[src/rtl/cell_window_gen_if.sv]
// Cell stream in, 3x3 neighbourhood window out; in_last/frame_err exist only with CELL_WINDOW_FRAME_CHECK_EN.
interface cell_window_gen_if;
    logic in_valid;
    logic in_ready;
    logic in_cell;
    logic out_valid;
    logic out_ready;
    logic n, ne, e, se, s, sw, w, nw;
    logic center;
    logic out_last;
`ifdef CELL_WINDOW_FRAME_CHECK_EN
    logic in_last;
    logic frame_err;

    modport master (
        output in_valid, in_cell, in_last, out_ready,
        input  in_ready, out_valid, n, ne, e, se, s, sw, w, nw, center, out_last, frame_err
    );
    modport slave (
        input  in_valid, in_cell, in_last, out_ready,
        output in_ready, out_valid, n, ne, e, se, s, sw, w, nw, center, out_last, frame_err
    );
`else
    modport master (
        output in_valid, in_cell, out_ready,
        input  in_ready, out_valid, n, ne, e, se, s, sw, w, nw, center, out_last
    );
    modport slave (
        input  in_valid, in_cell, out_ready,
        output in_ready, out_valid, n, ne, e, se, s, sw, w, nw, center, out_last
    );
`endif
endinterface

[src/rtl/cell_window_gen.sv]
// Game-of-Life neighbourhood generator (optional CELL_WINDOW_FRAME_CHECK_EN); window valid 1 cycle after cell k+W+1.
// Registered outputs hold while out_valid && !out_ready; in_ready drops when stalled or while flushing.
module cell_window_gen #(
    parameter int WIDTH  = 8,
    parameter int HEIGHT = 8
) (
    input logic              clk,
    input logic              rst,
    cell_window_gen_if.slave bus
);
    localparam int SRW  = 2*WIDTH + 3;
    localparam int CNTW = $clog2(WIDTH*HEIGHT);
    localparam int RW   = $clog2(HEIGHT);
    localparam int CW   = $clog2(WIDTH);
    localparam int FW   = $clog2(WIDTH + 1);

    localparam logic [CNTW-1:0] LAST_IDX   = CNTW'(WIDTH*HEIGHT - 1);
    localparam logic [CNTW-1:0] FILL_IDX   = CNTW'(WIDTH);
    localparam logic [RW-1:0]   LAST_ROW   = RW'(HEIGHT - 1);
    localparam logic [CW-1:0]   LAST_COL   = CW'(WIDTH - 1);
    localparam logic [FW-1:0]   FLUSH_LAST = FW'(WIDTH);

    typedef enum logic [1:0] {FILL, RUN, FLUSH} state_t;

    state_t          state, state_nxt;
    logic [SRW-2:0]  sr;
    logic [SRW-1:0]  sr_nxt;
    logic [CNTW-1:0] in_cnt;
    logic [RW-1:0]   row;
    logic [CW-1:0]   col;
    logic [FW-1:0]   flush_cnt;
    logic            out_valid_q, out_last_q;
    logic [8:0]      win_q, win_nxt;
    logic            advance, accept, step, shift, shift_bit, in_ready_c;
    logic            top, bot, lft, rgt;

    assign advance = !out_valid_q || bus.out_ready;

    always_ff @(posedge clk or posedge rst) begin
        if (rst) state <= FILL;
        else     state <= state_nxt;
    end

    always_comb begin
        state_nxt  = state;
        in_ready_c = 1'b0;
        accept     = 1'b0;
        step       = 1'b0;
        case (state)
            FILL: begin
                in_ready_c = 1'b1;
                accept     = bus.in_valid;
                if (accept && in_cnt == FILL_IDX) state_nxt = RUN;
            end
            RUN: begin
                in_ready_c = advance;
                accept     = bus.in_valid && advance;
                step       = accept;
                if (accept && in_cnt == LAST_IDX) state_nxt = FLUSH;
            end
            FLUSH: begin
                step = advance;
                if (step && flush_cnt == FLUSH_LAST) state_nxt = FILL;
            end
            default: state_nxt = FILL;
        endcase
    end

    assign shift     = accept || step;
    assign shift_bit = accept ? bus.in_cell : 1'b0;
    assign sr_nxt    = {sr, shift_bit};

    // Window is taken from the post-shift view so it lands on the producing edge.
    assign top = (row != '0);
    assign bot = (row != LAST_ROW);
    assign lft = (col != '0);
    assign rgt = (col != LAST_COL);

    assign win_nxt = {
        top        & sr_nxt[2*WIDTH+1],
        top & rgt  & sr_nxt[2*WIDTH],
        rgt        & sr_nxt[WIDTH],
        bot & rgt  & sr_nxt[0],
        bot        & sr_nxt[1],
        bot & lft  & sr_nxt[2],
        lft        & sr_nxt[WIDTH+2],
        top & lft  & sr_nxt[2*WIDTH+2],
        sr_nxt[WIDTH+1]
    };

    // The oldest shift-register bit is only consumed in its loading cycle, so it is not stored.
    always_ff @(posedge clk or posedge rst) begin
        if (rst) begin
            sr          <= '0;
            in_cnt      <= '0;
            row         <= '0;
            col         <= '0;
            flush_cnt   <= '0;
            out_valid_q <= 1'b0;
            out_last_q  <= 1'b0;
            win_q       <= '0;
        end else begin
            if (shift) sr <= sr_nxt[SRW-2:0];
            if (accept) in_cnt <= (in_cnt == LAST_IDX) ? '0 : in_cnt + 1'b1;
            if (step) begin
                win_q       <= win_nxt;
                out_valid_q <= 1'b1;
                out_last_q  <= (row == LAST_ROW) && (col == LAST_COL);
                if (col == LAST_COL) begin
                    col <= '0;
                    row <= (row == LAST_ROW) ? '0 : row + 1'b1;
                end else begin
                    col <= col + 1'b1;
                end
                if (state == FLUSH)
                    flush_cnt <= (flush_cnt == FLUSH_LAST) ? '0 : flush_cnt + 1'b1;
            end else if (bus.out_ready) begin
                out_valid_q <= 1'b0;
            end
        end
    end

`ifdef CELL_WINDOW_FRAME_CHECK_EN
    logic frame_err_q;

    always_ff @(posedge clk or posedge rst) begin
        if (rst)
            frame_err_q <= 1'b0;
        else if (accept && (bus.in_last != (in_cnt == LAST_IDX)))
            frame_err_q <= 1'b1;
    end

    assign bus.frame_err = frame_err_q;
`endif

    assign bus.in_ready  = in_ready_c;
    assign bus.out_valid = out_valid_q;
    assign bus.out_last  = out_last_q;
    assign {bus.n, bus.ne, bus.e, bus.se, bus.s, bus.sw, bus.w, bus.nw, bus.center} = win_q;
endmodule

[src/flat_wrapper.sv]
// flat-port wrapper written by rule: the top's interface ports become plain ports
module cell_window_gen_flat 
#(
    parameter int WIDTH  = 8,
    parameter int HEIGHT = 8
)
  (clk, rst, bus_in_valid, bus_in_cell, bus_out_ready, bus_in_ready, bus_out_valid, bus_n, bus_ne, bus_e, bus_se, bus_s, bus_sw, bus_w, bus_nw, bus_center, bus_out_last);
  cell_window_gen_if bus_i ();
  input logic clk;
  input logic rst;
  input wire logic [$bits(bus_i.in_valid)-1:0] bus_in_valid;
  input wire logic [$bits(bus_i.in_cell)-1:0] bus_in_cell;
  input wire logic [$bits(bus_i.out_ready)-1:0] bus_out_ready;
  output wire logic [$bits(bus_i.in_ready)-1:0] bus_in_ready;
  output wire logic [$bits(bus_i.out_valid)-1:0] bus_out_valid;
  output wire logic [$bits(bus_i.n)-1:0] bus_n;
  output wire logic [$bits(bus_i.ne)-1:0] bus_ne;
  output wire logic [$bits(bus_i.e)-1:0] bus_e;
  output wire logic [$bits(bus_i.se)-1:0] bus_se;
  output wire logic [$bits(bus_i.s)-1:0] bus_s;
  output wire logic [$bits(bus_i.sw)-1:0] bus_sw;
  output wire logic [$bits(bus_i.w)-1:0] bus_w;
  output wire logic [$bits(bus_i.nw)-1:0] bus_nw;
  output wire logic [$bits(bus_i.center)-1:0] bus_center;
  output wire logic [$bits(bus_i.out_last)-1:0] bus_out_last;
  assign bus_i.in_valid = bus_in_valid;
  assign bus_i.in_cell = bus_in_cell;
  assign bus_i.out_ready = bus_out_ready;
  assign bus_in_ready = bus_i.in_ready;
  assign bus_out_valid = bus_i.out_valid;
  assign bus_n = bus_i.n;
  assign bus_ne = bus_i.ne;
  assign bus_e = bus_i.e;
  assign bus_se = bus_i.se;
  assign bus_s = bus_i.s;
  assign bus_sw = bus_i.sw;
  assign bus_w = bus_i.w;
  assign bus_nw = bus_i.nw;
  assign bus_center = bus_i.center;
  assign bus_out_last = bus_i.out_last;
  cell_window_gen #(.WIDTH(WIDTH), .HEIGHT(HEIGHT)) u_core (.clk(clk), .rst(rst), .bus(bus_i));
endmodule
[config.mk]
export PLATFORM = sky130hd
export DESIGN_NAME = cell_window_gen_flat
export DESIGN_NICKNAME = d
export VERILOG_FILES = /design/src/rtl/cell_window_gen_if.sv /design/src/rtl/cell_window_gen.sv /design/src/flat_wrapper.sv
export SDC_FILE = /design/constraint.sdc
export NUM_CORES = 1
export LEC_CHECK = 0
export ABC_CLOCK_PERIOD_IN_PS = 2500
export BUFFER_PORTS_ARGS = -buffer_cell sky130_fd_sc_hd__buf_2
export CAP_MARGIN = 20
export CORE_MARGIN = 2
export CORE_UTILIZATION = 50
export CTS_CLUSTER_DIAMETER = 80
export DETAILED_ROUTE_END_ITERATION = 7
export PLACE_DENSITY = 0.68
export SETUP_SLACK_MARGIN = 0.15
export SYNTH_ARGS = -nofsm -noshare
export SYNTH_HDL_FRONTEND = slang
export SYNTH_SLANG_ARGS = --single-unit
[constraint.sdc]
create_clock -name clk -period 2.5 [get_ports clk]
set_input_delay 0.125 -clock clk [delete_from_list [all_inputs] [get_ports clk]]
set_output_delay 0.125 -clock clk [all_outputs]
set_load 0.005 [all_outputs]
## Word-level counts from Yosys, hierarchy flattened

Cells that the tools add are included.

- Bits in registers: 47
- Input port bits: 5

- Reduce and logical (&&, ||, !) cells: 15
- Equal/unequal tests: 12
- Add/sub/neg operators: 4
- Bitwise operators: 12
- Muxes and demuxes: 14

Operator list:

| kind | number |
|---|---|
| AND 1 bit | 12 |
| adder 3 x 1 -> 3 bit (second input constant) | 2 |
| adder 6 x 1 -> 6 bit (second input constant) | 1 |
| equality test 3 bit (second input constant) | 2 |
| equality test 6 x 4 -> 1 bit (second input constant) | 1 |
| equality test 6 bit (second input constant) | 1 |
| two-way mux 2 bit | 3 |
| two-way mux 3 bit | 2 |
| two-way mux 6 bit | 1 |
| != test 2 x 1 -> 1 bit (second input constant) | 3 |
| != test 3 bit (second input constant) | 2 |
| one-hot mux 1 bit (2 select lines) | 3 |
| one-hot mux 2 bit (3 select lines) | 1 |
| nonzero test 3 bit | 2 |
| logical AND 1 bit | 5 |
| adder 4 x 1 -> 4 bit (second input constant) | 1 |
| equality test 4 bit (second input constant) | 1 |
| two-way mux 4 bit | 1 |
| AND reduction 2 bit | 2 |
| two-way mux 1 bit | 3 |
| AND reduction 3 bit | 1 |
| equality test 2 x 1 -> 1 bit (second input constant) | 1 |
| equality test 2 bit (second input constant) | 1 |
| logical NOT 2 bit | 1 |
| other kinds (3) | 4 |

## Logic depth before layout (Yosys ltp)

Gate-level depths: netlist (run 1).

- Depth after elaboration: 6
- Depth in mapped cells: 7
- Depth with buffers taken out: 6

## Least setup slack after synthesis (run 1)

OpenSTA, ideal clock, no wires.

- Kind: flip-flop to flip-flop
- Start point: register u_core.state[0]
- End point: register u_core.sr[14]
- Arrival: 1648 ps
- Slack: 727 ps
- Cell stages (with the launch flop): 8
- Data required time: 2375 ps
- Path buffers: 1
- Library setup time: 125 ps
- Clock period less this slack: 1773 ps
- Cells stage by stage: dfrtp_1 inv_1 ha_1 a21o_2 nand3_2 o21ai_2 buf_6 mux2_2

- Longest elaborated chain between the ends: 3
- Elaborated cells on any way between the ends: 6
- Those cells by class: 2 x eq/ne; 2 x mux; 2 x reduce/logical

RTL lines:

| what | RTL line | source |
|---|---|---|
| from (decl) | cell_window_gen.sv:25 | `state_t state, state_nxt;` |
| from (signal assigned) | cell_window_gen.sv:41 | `else state <= state_nxt;` |
| equality test 2 x 1 -> 1 bit, or another cell as far along | cell_window_gen.sv:49 | `case (state)` |
| one-hot mux 1 bit (2 select lines) | cell_window_gen.sv:49 |  |
| logical OR 1 bit (*) | cell_window_gen.sv:69 | `assign shift = accept \|\| step;` |
| to (signal assigned) | cell_window_gen.sv:103 | `if (shift) sr <= sr_nxt[SRW-2:0];` |
| to (decl) | cell_window_gen.sv:26 | `logic [SRW-2:0] sr;` |

Every way passes the cells marked *; elsewhere a longest branch is shown, timed or not.
A chain may end at the register's enable or synchronous reset.

## Final worst setup path (run 1)

- Start point: register u_core.flush_cnt[0]
- End point: register u_core.state[0]

- Longest elaborated chain between the ends: 4

RTL lines:

| what | RTL line | source |
|---|---|---|
| from (decl) | cell_window_gen.sv:31 | `logic [FW-1:0] flush_cnt;` |
| from (signal assigned) | cell_window_gen.sv:116 | `flush_cnt <= (flush_cnt == FLUSH_LAST) ? '0 : flush_cnt + 1'b1;` |
| equality test 4 bit | cell_window_gen.sv:63 | `if (step && flush_cnt == FLUSH_LAST) state_nxt = FILL;` |
| logical AND 1 bit | cell_window_gen.sv:63 |  |
| != test 2 x 1 -> 1 bit (no line) | -- |  |
| AND reduction 3 bit (no line) | -- |  |

No other way between the ends.

==> flow_summary.yaml, run 1 <==
outcome:
  status: "complete, no violations"
yosys:
  synthTopCellsByArea: "dfrtp_1, mux2_2, ha_1"
  yosysTopAreaCellShare_pct: 53.20
  synth_ff_type: "dfrtp_1"
  postSynthCellCount: 192
  yosys_warnings: 0
  synth.distinct_cells: 39
  yosysSeqAreaShare_pct: 53.20
  yosysTopAreaCell: "dfrtp_1"
  async_flop_share_pct: 100.0
  synth_edf_count: 0
  syn-cell-area_mm2: 0.002211
  synth_seq_cells: 47
  synth.avg_cell_area_um2: 11.51
  synth_nets: 211
grt:
  grt_pass1_wl_mm: 6.693
  grt_pass1_vias: 1470
  grt_overflow: 0
  track_usage_pct: 16.97
  antenna_found_initial: 0
  grt_max_degree: 24
layout:
  stdcell_area_mm2: 0.002496
  drive_gt1_share_pct: 27.52
  design.final.nets: 236
  area_growth_pct: 12.90
  nFillCells: 364
  antennaDiodeCount: 0
  final_core_util_pct: 58.13
  mostFrequentLayoutCells: "dfrtp_1, mux2_2, nand2_1, o21ai_0, buf_2"
  final_common_cell: "dfrtp_1"
detailed_routing:
  wl_mm: 3.824
  routedWlPerCell_um: 14.16
  drtAntennaViolNets: 0
  route.detailed.drc: 0
  vias: 1469
  viasPerCell: 5.441
  drtIter0Drc: 75
  dr.pass1.iters: 6
sta:
  setup_tns_ns: 0
  hold_viol: 0
  fin_crit_ns: 2.017
  drv_slew: 0
  relSlewSlack_pct: 58.04
  rsz0062_at_grt: "no"
  finClkSkew_ns: 0.006661
  holdWs_ns: 0.1633
  fmaxAchievable_ghz: 0.4958
  finalSetupViolCount: 0
  tightest_slew_ns: 0.6255
  post-route-period-util_pct: 80.68
placed_design:
  port_buffers: 16
  place_area_mm2: 0.002387
  routabilityCongestion: 0.8207
  dp_hpwl_mm: 2.881
clock_network:
  cts_tree: "built"
  htreeDepth: 2
  clk_latency_ns: 0.30
  root_buffer: "clkbuf_8"
  tritoncts.num_buffers: 5
  clkSlewWorstSetupHoldPaths_ns: 0.09
  cts_sinks: 47
  clockBufferDepth: 2
power:
  cellLeakagePower_uw: 0.001197
  pwr-share-clk_pct: 18.9
  switching_share_pct: 33.52
  powerDensity_mw_per_mm2: 1029
  seqPwrFrac_pct: 47.8
  p_comb_share_pct: 33.3
  p_sw_uw: 861.1
  internal_power_uw: 1708
  peakVddDrop_mv: 0.4743
floorplanning:
  io_pins: 17
  core-area_mm2: 0.004294
  die_h_um: 70.50
  rows: 24
  die_area_mm2: 0.004970
  start_util_pct: 51.49
  dieWidth_um: 70.50
worst_hold_path:
  hold_path.class: "in2reg"
setup_path:
  worstPathArrival_ns: 2.20
  crit_type: "reg2reg"
  end_kind: "flop"
  start_kind: "flop"
  cp.required_ns: 2.69
  cp_max_fo: 5
run:
  maxCapViolCount: 0
[per-layer routing]
| metal | GRT usage, % | wire length (um) | vias up | part of all wire (%) |
|---|---|---|---|---|
| li1 | - | - | 718 | - |
| met1 | 21.91 | 1808 | 713 | 47 |
| met2 | 28.20 | 1818 | 31 | 48 |
| met3 | 4.329 | 156 | 7 | 4.1 |
| met4 | 4.915 | 41 | 0 | 1.1 |
| met5 | 0 | 0 | - | 0 |
[worst paths after layout]
check                                                        to                       startpoint  slack [ns]  depth (start not counted)
worst min-delay path               u_core.in_cnt[2]$_DFFE_PP0P_                     bus_in_valid        0.16                          3
worst min register to register      u_core.win_q[7]$_DFFE_PP0P_      u_core.win_q[7]$_DFFE_PP0P_        0.48                          2
worst max-delay path                u_core.state[0]$_DFFE_PP0P_  u_core.flush_cnt[0]$_DFFE_PP0P_        0.48                          6
max in group asynchronous       u_core.flush_cnt[1]$_DFFE_PP0P_                              rst        1.58                          4
worst max register to register      u_core.state[0]$_DFFE_PP0P_  u_core.flush_cnt[0]$_DFFE_PP0P_        0.48                          6
min in group asynchronous              u_core.sr[9]$_DFFE_PP0P_                              rst        0.36                          3
[cells by family (layout without fill, tap and decap cells)]
family / count (synthesis) / in the layout / synth area share [%]
AOI/OAI and AO/OA: 33 / 33 / 9.394
and+or+nand+nor: 53 / 53 / 12.62
DFF: 47 / 47 / 53.20
xor gates and xnor gates: 2 / 2 / 0.7924
adders and majority gates: 14 / 14 / 7.923
buffers and inverters: 18 / 44 / 3.395
muxes: 25 / 25 / 12.68
[Yosys cell counts, types with 2 or more instances]
cell / number
nand3b_1: 2
a21oi_1: 4
nand2_1: 23
or3_1: 2
o21ai_0: 17
a21o_1: 2
nor2_1: 2
ha_1: 14
clkbuf_1: 2
nand3_1: 7
nand2b_1: 5
mux2_2: 23
nor3_1: 3
o31ai_1: 2
inv_1: 14
dfrtp_1: 47
[repair_timing]
action,CTS,global route
hold endpoints to repair,14,0
setup buffers,0,0
hold buffers,1,0
gates resized for setup,0,0
[state kept, by name, summed over array words and instances, names as in the netlist]
signal                count
u_core.sr                18
u_core.win_q              9
u_core.in_cnt             6
u_core.flush_cnt          4
u_core.col                3
u_core.row                3
u_core.state              2
u_core.bus.out_last       1
u_core.bus.out_valid      1
[critical path, cell delays in order (launching register included)]
cell and delay [ns]:
dfrtp_1 0.42, inv_1 0.08, ha_1 0.19, nand2_1 0.08, or3_1 0.37, a222oi_1 0.40
mux2_1 0.36
[power by group through the flow]
stage	Clock (uW)	Combinational [uW]	Sequential (uW)
finish	487	855	1230
global route	529	975	1270
CTS	500	867	1230
detailed placement	0	861	1240
global placement	0	814	1220
floorplan	0	660	1190
[per-stage QoR]
| step | cells | power (uW) | setup slack [ns] |
|---|---|---|---|
| final | 270 | 2569 | 0.4831 |
| after global placement | 260 | 2038 | 0.5984 |
| after detailed placement | 261 | 2103 | 0.5080 |
| after floorplan | 192 | 1848 | 0.7273 |
| after global routing | 270 | 2771 | 0.3431 |
| after CTS | 270 | 2594 | 0.5012 |
[final cells by class]
type                    instances  area [um2]  share of cell area, %
flip-flops and latches         47        1176                  47.12
multi-input cells             127       959.7                  38.45
inverters                      15       56.30                  2.256
well taps                      52       65.06                  2.607
clock inverters                 2       16.27                 0.6516
clock buffers                   6       82.58                  3.308
repair buffers                 21       140.1                  5.614
(Power assumes the default switching activity.)
==> run 2, diff against run 1 <==
--- a/config.mk
+++ b/config.mk
@@ -5,7 +5,7 @@
 export SDC_FILE = /design/constraint.sdc
 export NUM_CORES = 1
 export LEC_CHECK = 0
-export ABC_CLOCK_PERIOD_IN_PS = 2500
+export ABC_CLOCK_PERIOD_IN_PS = 2000
 export BUFFER_PORTS_ARGS = -buffer_cell sky130_fd_sc_hd__buf_2
 export CAP_MARGIN = 20
 export CORE_MARGIN = 2
==> constraint.sdc (replaced) <==
create_clock -name clk -period 2 [get_ports clk]
set_input_delay 0.1 -clock clk [delete_from_list [all_inputs] [get_ports clk]]
set_output_delay 0.1 -clock clk [all_outputs]
set_load 0.005 [all_outputs]
==> run 2 against run 1 <==
Compared with the run above:
- combinational power grew 44%
- critical path depth is the same
- die area is the same
- global-route usage grew 1.4 points
- first-iteration DRC count grew 52%
- power grew 35%
- utilization grew 3.1 points
- cell area grew 5.4%
- clock-buffer cell count shrank 1
==> flow_summary.yaml, run 2 (synthesis gave the netlist of run 1 again) <==
sta:
  tightest_slew_ns: 0.5834
  relSlewSlack_pct: 61.11
  fin_crit_ns: 1.882
  rsz0062_at_grt: "yes"
  post-route-period-util_pct: 94.09
  setup_tns_ns: 0
  drv_slew: 0
  finClkSkew_ns: 0.009083
  fmaxAchievable_ghz: 0.5314
  hold_viol: 0
  finalSetupViolCount: 0
power:
  cellLeakagePower_uw: 0.001256
  peakVddDrop_mv: 0.6557
  powerDensity_mw_per_mm2: 1322
  power_uw: 3479
grt:
  grt_max_degree: 48
  antenna_found_initial: 0
  grt_pass1_vias: 1572
  grt_pass1_wl_mm: 7.079
  track_usage_pct: 18.33
  grt_overflow: 0
placed_design:
  place_area_mm2: 0.002382
  routabilityCongestion: 0.8069
  port_buffers: 16
  dp_hpwl_mm: 2.880
layout:
  final_core_util_pct: 61.28
  area_growth_pct: 19.02
  regArea_mm2: 0.001176
  multiInputGateArea_um2: 992.2
  final_common_cell: "dfrtp_1"
  top_register: "u_core.sr"
  drive_gt1_share_pct: 35.65
  nFillCells: 350
  largest_reg_flops: 18
  stdcell_area_mm2: 0.002631
  mostFrequentLayoutCells: "dfrtp_1, mux2_2, nand2_1, o21ai_0, buf_2"
  antennaDiodeCount: 0
  reg_top3: "u_core.sr x18, u_core.win_q x9, u_core.in_cnt x6"
  design.final.nets: 248
clock_network:
  clk_latency_ns: 0.30
  clockBufferDepth: 2
  cts_tree: "built"
  cts_sinks: 47
  htreeDepth: 2
  tritoncts.num_buffers: 5
  clkSlewWorstSetupHoldPaths_ns: 0.09
  root_buffer: "clkbuf_8"
setup_path:
  cp.required_ns: 2.19
  worstPathArrival_ns: 2.07
  crit_type: "reg2reg"
  cp_max_fo: 3
  start_kind: "flop"
  end_kind: "flop"
floorplanning:
  io_pins: 17
  start_util_pct: 51.49
  die_area_mm2: 0.004970
  dieWidth_um: 70.50
  die_h_um: 70.50
  core-area_mm2: 0.004294
  rows: 24
detailed_routing:
  route.detailed.drc: 0
  vias: 1537
  drtAntennaViolNets: 0
  wl_mm: 4.111
  viasPerCell: 5.450
  routedWlPerCell_um: 14.58
  dr.pass1.iters: 4
  drtIter0Drc: 114
worst_hold_path:
  hold_path.class: "in2reg"
outcome:
  status: "complete, no violations"
run:
  maxCapViolCount: 0
==> run 2: cell count changes in the layout (fill, tap and decap cells not counted), sizes merged <==
cell / before / now
inv: 14 / 15
clkbuf: 6 / 5
clkinv: 2 / 1
bufinv: 0 / 1
buf: 20 / 32
==> run 2: final timing paths <==
kind,slack [ns],startpoint,cells past startpoint,end
worst max-delay path,0.12,u_core.flush_cnt[1]$_DFFE_PP0P_,6,u_core.state[0]$_DFFE_PP0P_
worst min-delay path,0.13,bus_in_valid,3,u_core.in_cnt[2]$_DFFE_PP0P_
worst max register to register,0.12,u_core.flush_cnt[1]$_DFFE_PP0P_,6,u_core.state[0]$_DFFE_PP0P_
worst min register to register,0.48,u_core.win_q[1]$_DFFE_PP0P_,2,u_core.win_q[1]$_DFFE_PP0P_
max in group asynchronous,1.13,rst,4,u_core.flush_cnt[2]$_DFFE_PP0P_
min in group asynchronous,0.48,rst,4,u_core.sr[8]$_DFFE_PP0P_
==> run 2: area by class of cell <==
type,instances,share of cell area (%)
Sequential cell,47,44.70
Timing Repair Buffer,33,8.607
Clock buffer,5,2.615
Multi-Input combinational cell,127,37.71
Inverter,15,2.140
Clock inverter,3,1.759
Tap cell,52,2.473
==> run 2: per-stage QoR <==
step | hold WS, ns | instances | setup slack [ns]
floorplan | 0.2755 | 192 | 0.2273
global placement | 0.2632 | 263 | 0.05910
detailed placement | 0.2830 | 263 | -0.04659
CTS | 0.1249 | 282 | 0.1145
global route | 0.1321 | 282 | 0.01774
finish | 0.1285 | 282 | 0.1182
==> run 2: critical path, cell delays in order (launching register included) <==
cell      delay, ns
dfrtp_1        0.40
inv_2          0.06
ha_2           0.17
nand2_1        0.07
or3_4          0.36
a222oi_1       0.34
mux2_1         0.36
==> run 2: repair_timing <==
item / in CTS / in global routing
cloned: 0 / 0
pin swaps: 4 / 2
endpoints found under the hold margin: 47 / 0
setup buffers: 10 / 0
hold buffers: 1 / 0
setup endpoints to repair: 18 / 29
gates resized for setup: 6 / 6
==> run 2: where the power goes <==
part | leakage (uW) | switching (uW) | total (uW) | internal (uW)
Sequential | 0.000600 | 250 | 1540 | 1290
Clock | 0.0000548 | 334 | 711 | 377
Combinational | 0.000602 | 555 | 1230 | 671
==> run 2: per-layer routing <==
| layer | global-route usage (%) | wire (um) | vias to the layer above |
|---|---|---|---|
| li1 | - | - | 742 |
| met1 | 21.77 | 1768 | 761 |
| met2 | 31.66 | 2095 | 24 |
| met3 | 4.618 | 160 | 10 |
| met4 | 7.265 | 87 | 0 |
| met5 | 0 | 0 | - |
==> run 3, diff against run 2 <==
--- a/config.mk
+++ b/config.mk
@@ -5,14 +5,14 @@
 export SDC_FILE = /design/constraint.sdc
 export NUM_CORES = 1
 export LEC_CHECK = 0
-export ABC_CLOCK_PERIOD_IN_PS = 2000
+export ABC_CLOCK_PERIOD_IN_PS = 1680
 export BUFFER_PORTS_ARGS = -buffer_cell sky130_fd_sc_hd__buf_2
 export CAP_MARGIN = 20
 export CORE_MARGIN = 2
 export CORE_UTILIZATION = 50
 export CTS_CLUSTER_DIAMETER = 80
 export DETAILED_ROUTE_END_ITERATION = 7
-export PLACE_DENSITY = 0.68
+export PLACE_DENSITY = 0.71
 export SETUP_SLACK_MARGIN = 0.15
 export SYNTH_ARGS = -nofsm -noshare
 export SYNTH_HDL_FRONTEND = slang
==> constraint.sdc (replaced) <==
create_clock -name clk -period 1.68 [get_ports clk]
set_input_delay 0.084 -clock clk [delete_from_list [all_inputs] [get_ports clk]]
set_output_delay 0.084 -clock clk [all_outputs]
set_load 0.005 [all_outputs]
==> run 3 against run 2 <==
Compared with the run above:
- the run now ends with setup timing left
- sequential power increased by 23%
- non-clock buffer count increased by 33
- highest routed layer unchanged
- global-route usage increased by 4.9 points
- power increased by 53%
- cell area increased by 25%
- routed wire length increased by 45%
- hold slack got worse by 0.0032 ns
- critical path depth decreased by 1
- largest power group is now combinational logic
- cell count increased by 12%
- first-iteration DRC count decreased by 25%
- clock skew increased by 0.0023 ns
- clock power increased by 3%
==> flow_summary.yaml, run 3 (synthesis gave the netlist of run 1 again) <==
grt:
  antenna_found_initial: 0
  grtUsageMet2_pct: 41.61
  busiest_layer: "met2"
  globalRouteMet1Util_pct: 29.41
  grt_pass1_wl_mm: 9.087
  track_usage_pct: 23.23
  grt_max_degree: 30
  grt_pass1_vias: 1817
  gr-usage-met3_pct: 4.762
  grt_overflow: 0
sta:
  holdWs_ns: 0.1253
  relSlewSlack_pct: 49.66
  drv_slew: 0
  fmaxAchievable_ghz: 0.5010
  tightest_slew_ns: 0.7505
  fin_crit_ns: 1.996
  hold_viol: 0
  rsz0062_at_grt: "yes"
  finalSetupViolCount: 18
  post-route-period-util_pct: 118.8
  setup_tns_ns: -1.091
  finClkSkew_ns: 0.01141
  fin_ws_ns: -0.3161
setup_path:
  r2r-start: "u_core.in_cnt[1]$_DFFE_PP0P_"
  rr_worst_depth: 5
  end_kind: "flop"
  crit_path_start: "u_core.in_cnt[1]$_DFFE_PP0P_"
  rr_endpoint: "u_core.state[0]$_DFFE_PP0P_"
  max_stage_delay_ns: 0.43
  start_kind: "flop"
  crit_path_end: "u_core.state[0]$_DFFE_PP0P_"
  cpMaxStageDelayCell: "or4_4"
  reg2reg_slack_ns: -0.32
  worstPathArrival_ns: 2.19
  crit_type: "reg2reg"
  path_cells: "ha_2 > nand3_2 > or4_4 > a222oi_1 > mux2_1"
  cp.required_ns: 1.87
  cp_max_fo: 3
detailed_routing:
  wl_mm: 5.953
  dr.pass1.iters: 6
  drtAntennaViolNets: 0
  routedWlPerCell_um: 18.90
  viasPerCell: 5.683
  route.detailed.drc: 0
  drtIter0Drc: 85
  vias: 1790
clock_network:
  root_buffer: "clkbuf_8"
  clkSlewWorstSetupHoldPaths_ns: 0.09
  tritoncts.num_buffers: 5
  htreeDepth: 2
  clockBufferDepth: 2
  cts_sinks: 47
  clk_latency_ns: 0.31
  cts_tree: "built"
power:
  peakVddDrop_mv: 0.9043
  powerDensity_mw_per_mm2: 1622
  cellLeakagePower_uw: 0.001569
outcome:
  failed_checks: "setup timing"
  status: "complete, but fails checks"
placed_design:
  place_ws_ns: -0.2119
  dp_hpwl_mm: 3.465
  place_area_mm2: 0.002693
  port_buffers: 16
  routabilityCongestion: 0.8617
floorplanning:
  rows: 24
  dieWidth_um: 70.50
  start_util_pct: 51.49
  die_area_mm2: 0.004970
  core-area_mm2: 0.004294
  io_pins: 17
  die_h_um: 70.50
layout:
  nFillCells: 260
  reg_top3: "u_core.sr x18, u_core.win_q x9, u_core.in_cnt x6"
  multiInputGateArea_mm2: 0.001309
  antennaDiodeCount: 0
  regArea_mm2: 0.001176
  mostFrequentLayoutCells: "dfrtp_1, buf_4, mux2_4, buf_6, buf_2"
  largest_reg_flops: 18
  stdcell_area_mm2: 0.003286
  final_common_cell: "dfrtp_1"
  final_core_util_pct: 76.52
  top_register: "u_core.sr"
  area_growth_pct: 48.61
  design.final.nets: 281
  drive_gt1_share_pct: 56.27
worst_hold_path:
  hold_path.class: "in2reg"
run:
  maxCapViolCount: 0
run 3: cell types whose count changed in the layout (fill, tap and decap cells not counted), moves of 8 or more:
cell	change
nand2_1	-13
mux2_4	+23
o21ai_1	+8
nand2_2	+10
o21ai_0	-15
buf_6	+19
mux2_2	-23
buf_4	+12
run 3: power breakdown:
| part | switching [uW] | internal, uW |
|---|---|---|
| Clock | 395 | 336 |
| Combinational | 1120 | 1580 |
| Sequential | 366 | 1540 |
run 3: layer usage:
layer / part of all wire (%) / routed length (um)
met4: 2.3 / 136
met1: 41 / 2424
met5: 0 / 0
met3: 3.7 / 222
met2: 53 / 3170
run 3: per-stage QoR:
step,instances,total power [uW]
finish,315,5330
global route,315,5620
CTS,310,4927
detailed placement,284,3758
global placement,284,3622
floorplan,192,3086
run 3: layout make-up:
class | instances | area share, %
multi-input combinational | 127 | 39.83
sequential | 47 | 35.80
timing repair buffer | 66 | 17.52
clock buffer | 6 | 2.513
tap | 52 | 1.980
inverter | 15 | 1.866
clock inverter | 2 | 0.4950
run 3: critical path: cells and delay by family (launching register included):
| kind | cells | cell delay, ns |
|---|---|---|
| AND/OR/NAND/NOR | 2 | 0.52 |
| flip-flops | 1 | 0.41 |
| AO/OA/AOI/OAI | 1 | 0.36 |
| multiplexers | 1 | 0.36 |
| adder cells (fa/ha/maj) | 1 | 0.22 |
run 3: worst min path at each step:
stage	slack, ns	end	cells after the start	start
2_1_floorplan	0.26	u_core.in_cnt[2]$_DFFE_PP0P_	2	bus_in_valid
3_3_place_gp	0.13	u_core.sr[13]$_DFFE_PP0P_	2	rst
3_5_place_dp	0.14	u_core.sr[13]$_DFFE_PP0P_	2	rst
4_1_cts	0.13	u_core.win_q[5]$_DFFE_PP0P_	3	bus_in_cell
5_1_grt	0.13	u_core.win_q[5]$_DFFE_PP0P_	3	bus_in_cell
6_report	0.13	u_core.win_q[5]$_DFFE_PP0P_	3	bus_in_cell
run 3: repair_timing:
item,CTS,global route
buffers inserted,17,6
hold buffers,1,0
cloned,0,0
setup endpoints to repair,36,45
resized for setup,59,36
endpoints found under the hold margin,18,0
pin swaps,15,18
